## src/rtl/mem_arbiter.sv

```systemverilog
// Two-port to one-port line-granular memory arbiter: serialises I-cache and
// D-cache miss/writeback requests onto one downstream port with alternating priority.
module mem_arbiter #(
  parameter int unsigned ADDR_W = 32,
  parameter int unsigned LINE_W = 256
) (
  input  logic              clk,
  input  logic              rst_n,
  input  logic              i_read,
  input  logic [ADDR_W-1:0] i_addr,
  output logic [LINE_W-1:0] i_rdata,
  output logic              i_resp,
  input  logic              d_read,
  input  logic              d_write,
  input  logic [ADDR_W-1:0] d_addr,
  input  logic [LINE_W-1:0] d_wdata,
  output logic [LINE_W-1:0] d_rdata,
  output logic              d_resp,
  output logic              mem_read,
  output logic              mem_write,
  output logic [ADDR_W-1:0] mem_addr,
  output logic [LINE_W-1:0] mem_wdata,
  input  logic [LINE_W-1:0] mem_rdata,
  input  logic              mem_resp
);

  typedef enum logic [1:0] {IDLE, SERVE_I, SERVE_D} state_t;

  state_t state, state_nxt;
  logic   last_d, last_d_nxt;
  logic   d_req, grant, grant_d, done;

  assign i_rdata = mem_rdata;
  assign d_rdata = mem_rdata;

  always_comb begin
    state_nxt  = state;
    last_d_nxt = last_d;
    i_resp     = 1'b0;
    d_resp     = 1'b0;
    grant      = 1'b0;
    done       = 1'b0;
    d_req      = d_read | d_write;
    // D wins a tie only when the previous grant went to I
    grant_d    = d_req & (~i_read | ~last_d);
    case (state)
      IDLE: begin
        if (i_read | d_req) begin
          grant      = 1'b1;
          state_nxt  = grant_d ? SERVE_D : SERVE_I;
          last_d_nxt = grant_d;
        end
      end
      SERVE_I: begin
        if (mem_resp) begin
          i_resp    = 1'b1;
          done      = 1'b1;
          state_nxt = IDLE;
        end
      end
      SERVE_D: begin
        if (mem_resp) begin
          d_resp    = 1'b1;
          done      = 1'b1;
          state_nxt = IDLE;
        end
      end
      default: state_nxt = IDLE;
    endcase
  end

  always_ff @(posedge clk or negedge rst_n) begin
    if (!rst_n) begin
      state  <= IDLE;
      last_d <= 1'b0;
    end else begin
      state  <= state_nxt;
      last_d <= last_d_nxt;
    end
  end

  // Downstream request is latched at grant and held until the response cycle
  always_ff @(posedge clk or negedge rst_n) begin
    if (!rst_n) begin
      mem_read  <= 1'b0;
      mem_write <= 1'b0;
      mem_addr  <= '0;
      mem_wdata <= '0;
    end else if (grant) begin
      if (grant_d) begin
        mem_addr  <= d_addr;
        mem_wdata <= d_wdata;
        mem_write <= d_write;
        mem_read  <= d_read & ~d_write;
      end else begin
        mem_addr  <= i_addr;
        mem_read  <= 1'b1;
        mem_write <= 1'b0;
      end
    end else if (done) begin
      mem_read  <= 1'b0;
      mem_write <= 1'b0;
    end
  end

endmodule
```

## config.mk

```make
export PLATFORM = sky130hd
export DESIGN_NAME = mem_arbiter
export DESIGN_NICKNAME = d
export VERILOG_FILES = /design/src/rtl/mem_arbiter.sv
export SDC_FILE = /design/constraint.sdc
export NUM_CORES = 1
export LEC_CHECK = 0
export BUFFER_PORTS_ARGS = -buffer_cell sky130_fd_sc_hd__buf_4
export CAP_MARGIN = 20
export CORE_AREA = 10 10 533 535
export DETAILED_ROUTE_END_ITERATION = 6
export DIE_AREA = 0 0 543 545
export GPL_TIMING_DRIVEN = 0
export PLACE_DENSITY = 0.3
export SYNTH_ARGS = -nofsm -noshare
export SYNTH_HDL_FRONTEND = slang
export SYNTH_SLANG_ARGS = --single-unit
```

## constraint.sdc

```tcl
create_clock -name clk -period 2.3 [get_ports clk]
set_input_delay 0.115 -clock clk [delete_from_list [all_inputs] [get_ports clk]]
set_output_delay 0.115 -clock clk [all_outputs]
set_load 0.05 [all_outputs]
```

==> results of run 1 <==
[synthesized netlist by cell type, types with 4 or more instances]
cell,number,area share
dfrtp_1,293,0.47
mux2_2,54,0.039
buf_4,513,0.25
nand2_1,35,0.0084
buf_8,10,0.0096
o21ai_0,31,0.0099
mux2_4,100,0.096
clkbuf_1,4,0.00096
buf_6,15,0.011
mux2i_1,32,0.021
mux2_1,102,0.074
buf_2,9,0.0029
[area by class of cell]
| type | count | share of cell area |
|---|---|---|
| repair buffers | 1465 | 0.354 |
| well taps | 3589 | 0.133 |
| clock buffers | 60 | 0.0380 |
| diodes | 25 | 0.00185 |
| inverters | 3 | 0.000333 |
| clock inverters | 18 | 0.00752 |
| plain buffers | 551 | 0.129 |
| multi-input cells | 371 | 0.120 |
| flip-flops and latches | 293 | 0.217 |
[how the worst max path moves through the flow]
| stage | startpoint | endpoint | slack (ns) | depth (start not counted) |
|---|---|---|---|---|
| final | state[0] | mem_wdata[50] | 0.07 | 8 |
| after global routing | last_d | mem_addr[2] | 0.02 | 5 |
| after CTS | state[0] | mem_wdata[77] | -0.02 | 8 |
| after detailed placement | state[0] | mem_wdata[69] | -0.25 | 8 |
| after global placement | rst_n | mem_wdata[71] | -2.77 | 1 |
| after floorplan | state[0] | mem_wdata[137] | 0.45 | 8 |
[what timing repair did]
item | in CTS | in global routing
cloned | 1 | 2
hold buffers | 329 | 0
setup buffers | 1 | 0
setup endpoints to repair | 208 | 144
endpoints found under the hold margin | 433 | 0
pin swaps | 0 | 1
gates resized for setup | 18 | 19
[worst min-delay path, cell delays in order]
cell and delay, ns:
dlygate4sd3_1 0.53, buf_4 0.10, mux2_1 0.11
[logic make-up after synthesis]
group	synth area share
compound gates	0.0165
fa+ha+maj	0.00241
buf+inv	0.272
flops	0.470
mux	0.229
simple gates	0.00963
[state kept, by name (all words and copies together), names as in the netlist]
register,cells
state,2
mem_addr,32
last_d,1
mem_write,1
mem_wdata,256
mem_read,1
[metal layers]
layer  vias to the layer above  track usage  wire [um]
met5                         -            0         69
met4                        10       0.0184       3440
met3                       229       0.0760      27000
met2                       982        0.154      68500
met1                      6928       0.0946      50700
li1                       6598            -          -
[through the flow]
step	utilization	setup WS, ns	cells
detailed placement	0.105	-0.250	5939
global route	0.124	0.0172	6355
global placement	0.105	-2.77	5936
CTS	0.123	-0.0209	6348
finish	0.124	0.0719	6375
floorplan	-	0.454	1218
[power groups by stage]
stage,Sequential (uW),Clock [uW],Combinational (uW)
floorplan,18400,0,7630
global placement,9450,0,29200
detailed placement,9510,0,29100
CTS,9510,8050,30200
global route,9830,8150,31300
finish,9430,7540,29100
==> metrics.txt, run 1 <==
flop2flop setup slack=a little over 0.07 ns; Die ar.=0.296 mm^2; CTS Sinks=about 300; PwrDens=1360 mW/mm^2; Initial Utilization=0.0572; Clock Power Share=0.164; largest stage delay on the critical path=0.41 ns; CTS root buffer=clkbuf_16; Max-Cap Viols=0; fmax=449 MHz; Hold WC Path Type=in2reg; DR WL/cell=~23 um; PortBufs=1129; Std-Cell Rows=192; core area=roughly 0.27 mm^2; drt pass-1 iters=4; final hold vios=0; Fin Hold WS=around 0.2 ns; r2r worst-path depth=8; EDFF count, synth=0; post-route design area=~0.034 mm^2; Worst Hold Launch=d_wdata[251]; Tmin final=2.23 ns; vias in the first global route=between 15000 and 20000; vias per cell=about 2.3; Worst R2R Start=state[0]; sequential cell area=0.00733 mm^2; worst hold path endpoint=mem_wdata[251]; global-route wire length before repair=roughly 180000 um; clock skew=between 0.06 and 0.07 ns; initial antenna violation count=100; Reg power frac=0.204; H-tree depth=2; Req. time, crit path=roughly 2.8 ns; most common cell after layout, fill and taps aside=buf_4; Tightest Pin Transition=~0.7 ns; synthesized area=~0.016 mm^2; number of DRC markers in iteration 0=516; most frequent cells in the layout=buf_4 (1643), dlygate4sd3_1 (329), dfrtp_1 (293); period utilization=0.969; Comb power frac=0.632; share of cells above drive strength 1=0.694; Seq/Total Area, Yosys=0.470; Worst VDD drop=~0.00074 V; Clock Path Buffers=3; worst hold stages=3; GRT overflow=0; FF-to-FF End=mem_wdata[50]; Die Height=approximately 550 um; Critical Path Fanout Max=7; Post-DP HPWL=~130000 um; Ports=1386; total CTS buffers=46; nets=roughly 3300; status=finished clean; DRC=0; CP endpoint kind=flop; Layout area overhead=117%; GRT Total Usage=0.0945; via count=approximately 15000; Slew Limit Fails=0; Post-synth ARST share=1.00; Synth Flop Type=dfrtp_1; critical path class=reg2reg; Power Internal=21500 uW; Syn Nets=about 1800; antenna viol nets, final=0; area of the multi-input gates=between 0.004 and 0.005 mm^2; chip width=approximately 540 um; CP cell instances=inv_2 -> ha_4 -> a21boi_4 -> o21a_1 -> buf_12 -> buf_16 -> clkbuf_16 -> mux2_1; Setup Viol. Count Final=0; net switching power=24600 uW; clk_lat worst skew=slightly below 0.7 ns; buffers and inverters on the worst path=4; area post-placement=~0.029 mm^2; total chip power=approximately 46000 uW; final WL=150000 um; Post-Synthesis Cells=1218; crit-path leading delay family=buffers and inverters; Leak=roughly 0.016 uW; CTS tree=built; pin count of the biggest net entering global routing=85; RSZ-0062 raised after global routing=false; post-synth cell types=27; Slew Limit Headroom=0.545; CP Launch Type=flop; crit path max-delay cell type=dfrtp_1; setup TNS=0 ns; Sw Ratio=0.533; GPL Wtd Cong=between 0.8 and 0.9; synth warn=0; Data arrival, critical path=~2.7 ns; average cell area after synthesis=12.8 um^2; Yosys reg bits=293; fill count=31200; clk slew on worst S/H paths=0.06 ns
No activity file was read; power rests on OpenSTA's default activity.
==> inputs of run 2 (changes only) <==
--- a/config.mk
+++ b/config.mk
@@ -12,6 +12,7 @@
 export DIE_AREA = 0 0 543 545
 export GPL_TIMING_DRIVEN = 0
 export PLACE_DENSITY = 0.3
+export SETUP_SLACK_MARGIN = 0.3
 export SYNTH_ARGS = -nofsm -noshare
 export SYNTH_HDL_FRONTEND = slang
 export SYNTH_SLANG_ARGS = --single-unit
==> run 2 against run 1 <==
Cell area increased by 3.3%. Sequential cell count is the same. Setup slack better by 0.10 ns. Core utilization increased by 0.41 points. Non-clock buffer count rose by 35. Die area unchanged. First-iteration DRC count rose by 4.1%.
==> metrics.txt, run 2 (synthesis results as in run 1) <==
status=finished clean (unchanged); initial antenna violation count=100 (unchanged); Tmin final=2.12 ns (was 2.23 ns); Slew Limit Fails=0 (unchanged); Power Internal=23300 uW (was 21500 uW); pin count of the biggest net entering global routing=85 (unchanged); vias per cell=2.33 (was 2.31); setup TNS=0 ns (unchanged); Hold WC Path Type=in2reg (unchanged); Worst VDD drop=0.000742 V (was 0.000738 V); CP endpoint kind=flop (unchanged); Std-Cell Rows=192 (unchanged); CP Launch Type=flop (unchanged); min setup slack post-route=0.177 ns (was 0.0719 ns); clock skew=0.0611 ns (was 0.0601 ns); post-route design area=0.0349 mm^2 (was 0.0338 mm^2); GPL Wtd Cong=0.845 (unchanged); Setup WS pre-CTS=-0.250 ns (unchanged); total CTS buffers=46 (unchanged); Die ar.=0.296 mm^2 (unchanged); Clock Power Share=0.156 (was 0.164); GRT Total Usage=0.0946 (was 0.0945); area post-placement=0.0287 mm^2 (unchanged); Reg power frac=0.196 (was 0.204); clk slew on worst S/H paths=0.06 ns (about the same); crit-path leading delay family=buffers and inverters (unchanged); Largest register FFs=256 (unchanged); final WL=152000 um (was 150000 um); Layout area overhead=124% (was 117%); flop2flop setup slack=0.18 ns (was 0.07 ns); Worst R2R Start=state[0] (unchanged); worst hold path endpoint=mem_wdata[36] (was mem_wdata[251]); Comb power frac=0.648 (was 0.632); H-tree depth=2 (unchanged); Leak=0.0163 uW (was 0.0156 uW); via count=14900 (was 14700); Sw Ratio=0.519 (was 0.533); placed cell count=5939 (unchanged); period utilization=0.923 (was 0.969); Die Height=545 um (unchanged); Initial Utilization=0.0572 (unchanged); share of cells above drive strength 1=0.719 (was 0.694); antenna viol nets, final=0 (unchanged); drt pass-1 iters=4 (unchanged); RSZ-0062 raised after global routing=true (was false); Req. time, crit path=2.86 ns (was 2.82 ns); worst hold stages=3 (unchanged); PwrDens=1390 mW/mm^2 (was 1360 mW/mm^2); buffers and inverters on the worst path=5 (was 4); chip width=543 um (unchanged); Worst Hold Launch=d_wdata[36] (was d_wdata[251]); DR WL/cell=23.8 um (was 23.5 um); Clock Path Buffers=3 (unchanged); most common cell after layout, fill and taps aside=buf_4 (unchanged); crit path max-delay cell type=dfrtp_1 (unchanged); CTS tree=built (unchanged); net switching power=25200 uW (was 24600 uW); total chip power=48400 uW (was 46100 uW); FF-to-FF End=mem_wdata[150] (was mem_wdata[50]); GRT overflow=0 (unchanged); core area=0.273 mm^2 (unchanged); Top Registers=mem_wdata (256), mem_addr (32), state (2) (unchanged); clk_lat worst skew=0.68 ns (about the same); critical path class=reg2reg (unchanged); Data arrival, critical path=2.68 ns (was 2.74 ns); number of DRC markers in iteration 0=537 (was 516); Slew Limit Headroom=0.581 (was 0.545); most frequent cells in the layout=buf_4 (1655), dlygate4sd3_1 (326), dfrtp_1 (293) (was buf_4 (1643), dlygate4sd3_1 (329), dfrtp_1 (293)); Max-Cap Viols=0 (unchanged); Ports=1386 (unchanged); CP cell instances=inv_2 -> ha_4 -> a21boi_4 -> o21a_1 -> buf_12 -> buf_12 -> clkbuf_16 -> clkbuf_16 -> mux2_4 (was inv_2 -> ha_4 -> a21boi_4 -> o21a_1 -> buf_12 -> buf_16 -> clkbuf_16 -> mux2_1); Tightest Pin Transition=0.629 ns (was 0.682 ns); Post-DP HPWL=134000 um (unchanged); Critical Path Fanout Max=9 (was 7); DRC=0 (unchanged); nets=3351 (was 3316); global-route wire length before repair=182000 um (about the same); vias in the first global route=16100 (was 16000); Final Instance Count excl. Fillers=6405 (was 6375); largest stage delay on the critical path=0.38 ns (was 0.41 ns); Top reg by flops=mem_wdata (unchanged); final hold vios=0 (unchanged); PortBufs=1129 (unchanged); CTS root buffer=clkbuf_16 (unchanged); r2r worst-path depth=9 (was 8); Setup Viol. Count Final=0 (unchanged); fmax=471 MHz (was 449 MHz); CTS Sinks=293 (unchanged)
[run 2: changes by cell type in the layout (fill, tap and decap cells not counted), moves of 12 or more]
cell       before   now
buf_4        1643  1655
clkbuf_16      48    64
mux2_4        100   194
mux2_1        102    46
buf_8          13     1
mux2_2         54    16
buf_12          9    32
[run 2: worst max-delay path by stage]
stage | from | end | cells past startpoint
after floorplan | state[0] | mem_wdata[137] | 8
after global placement | rst_n | mem_wdata[71] | 1
after detailed placement | state[0] | mem_wdata[69] | 8
after CTS | state[1] | mem_wdata[130] | 9
after global routing | state[0] | mem_wdata[190] | 9
final | state[0] | mem_wdata[150] | 9
[run 2: metal layers]
metal	share of wire	global-route usage	wire length, um
met4	0.022	0.0184	3400
met3	0.17	0.0750	26500
met1	0.34	0.0955	52000
met2	0.46	0.155	70300
met5	0.00051	0	77
[run 2: power by group through the flow]
stage,Sequential [uW],Clock (uW),Combinational [uW]
2_1_floorplan,18400,0,7630
3_3_place_gp,9450,0,29200
3_5_place_dp,9510,0,29100
4_1_cts,9510,8050,30500
5_1_grt,9880,8150,33600
6_report,9490,7550,31400
[run 2: worst register-to-register path: stages, from the launching register on]
cell and delay [ns]:
dfrtp_1 0.38, inv_2 0.09, ha_4 0.15, a21boi_4 0.17, o21a_1 0.21, buf_12 0.17
buf_12 0.13, clkbuf_16 0.20, clkbuf_16 0.20, mux2_4 0.29
[run 2: final cells by class]
cell class,instances,area [um^2]
clock inverters,18,254
diodes,20,50.0
multi-input cells,371,4400
plain buffers,551,4490
flip-flops and latches,293,7330
repair buffers,1500,12600
well taps,3589,4490
inverters,3,11.3
fillers,31000,238000
clock buffers,60,1280
[run 2: through the flow]
step                       util  hold WS, ns
final                     0.128        0.203
after global routing      0.128        0.144
after CTS                 0.124       -0.109
after detailed placement  0.105        0.112
after global placement    0.105        0.334
after floorplan               -       -0.181
[run 2: timing repair]
action / CTS / global route
endpoints found under the hold margin: 433 / 25
cloned: 2 / 18
hold buffers: 325 / 4
endpoints found under the setup margin: 258 / 240
buffers inserted: 6 / 13
gates resized for setup: 49 / 110
pin swaps: 1 / 1
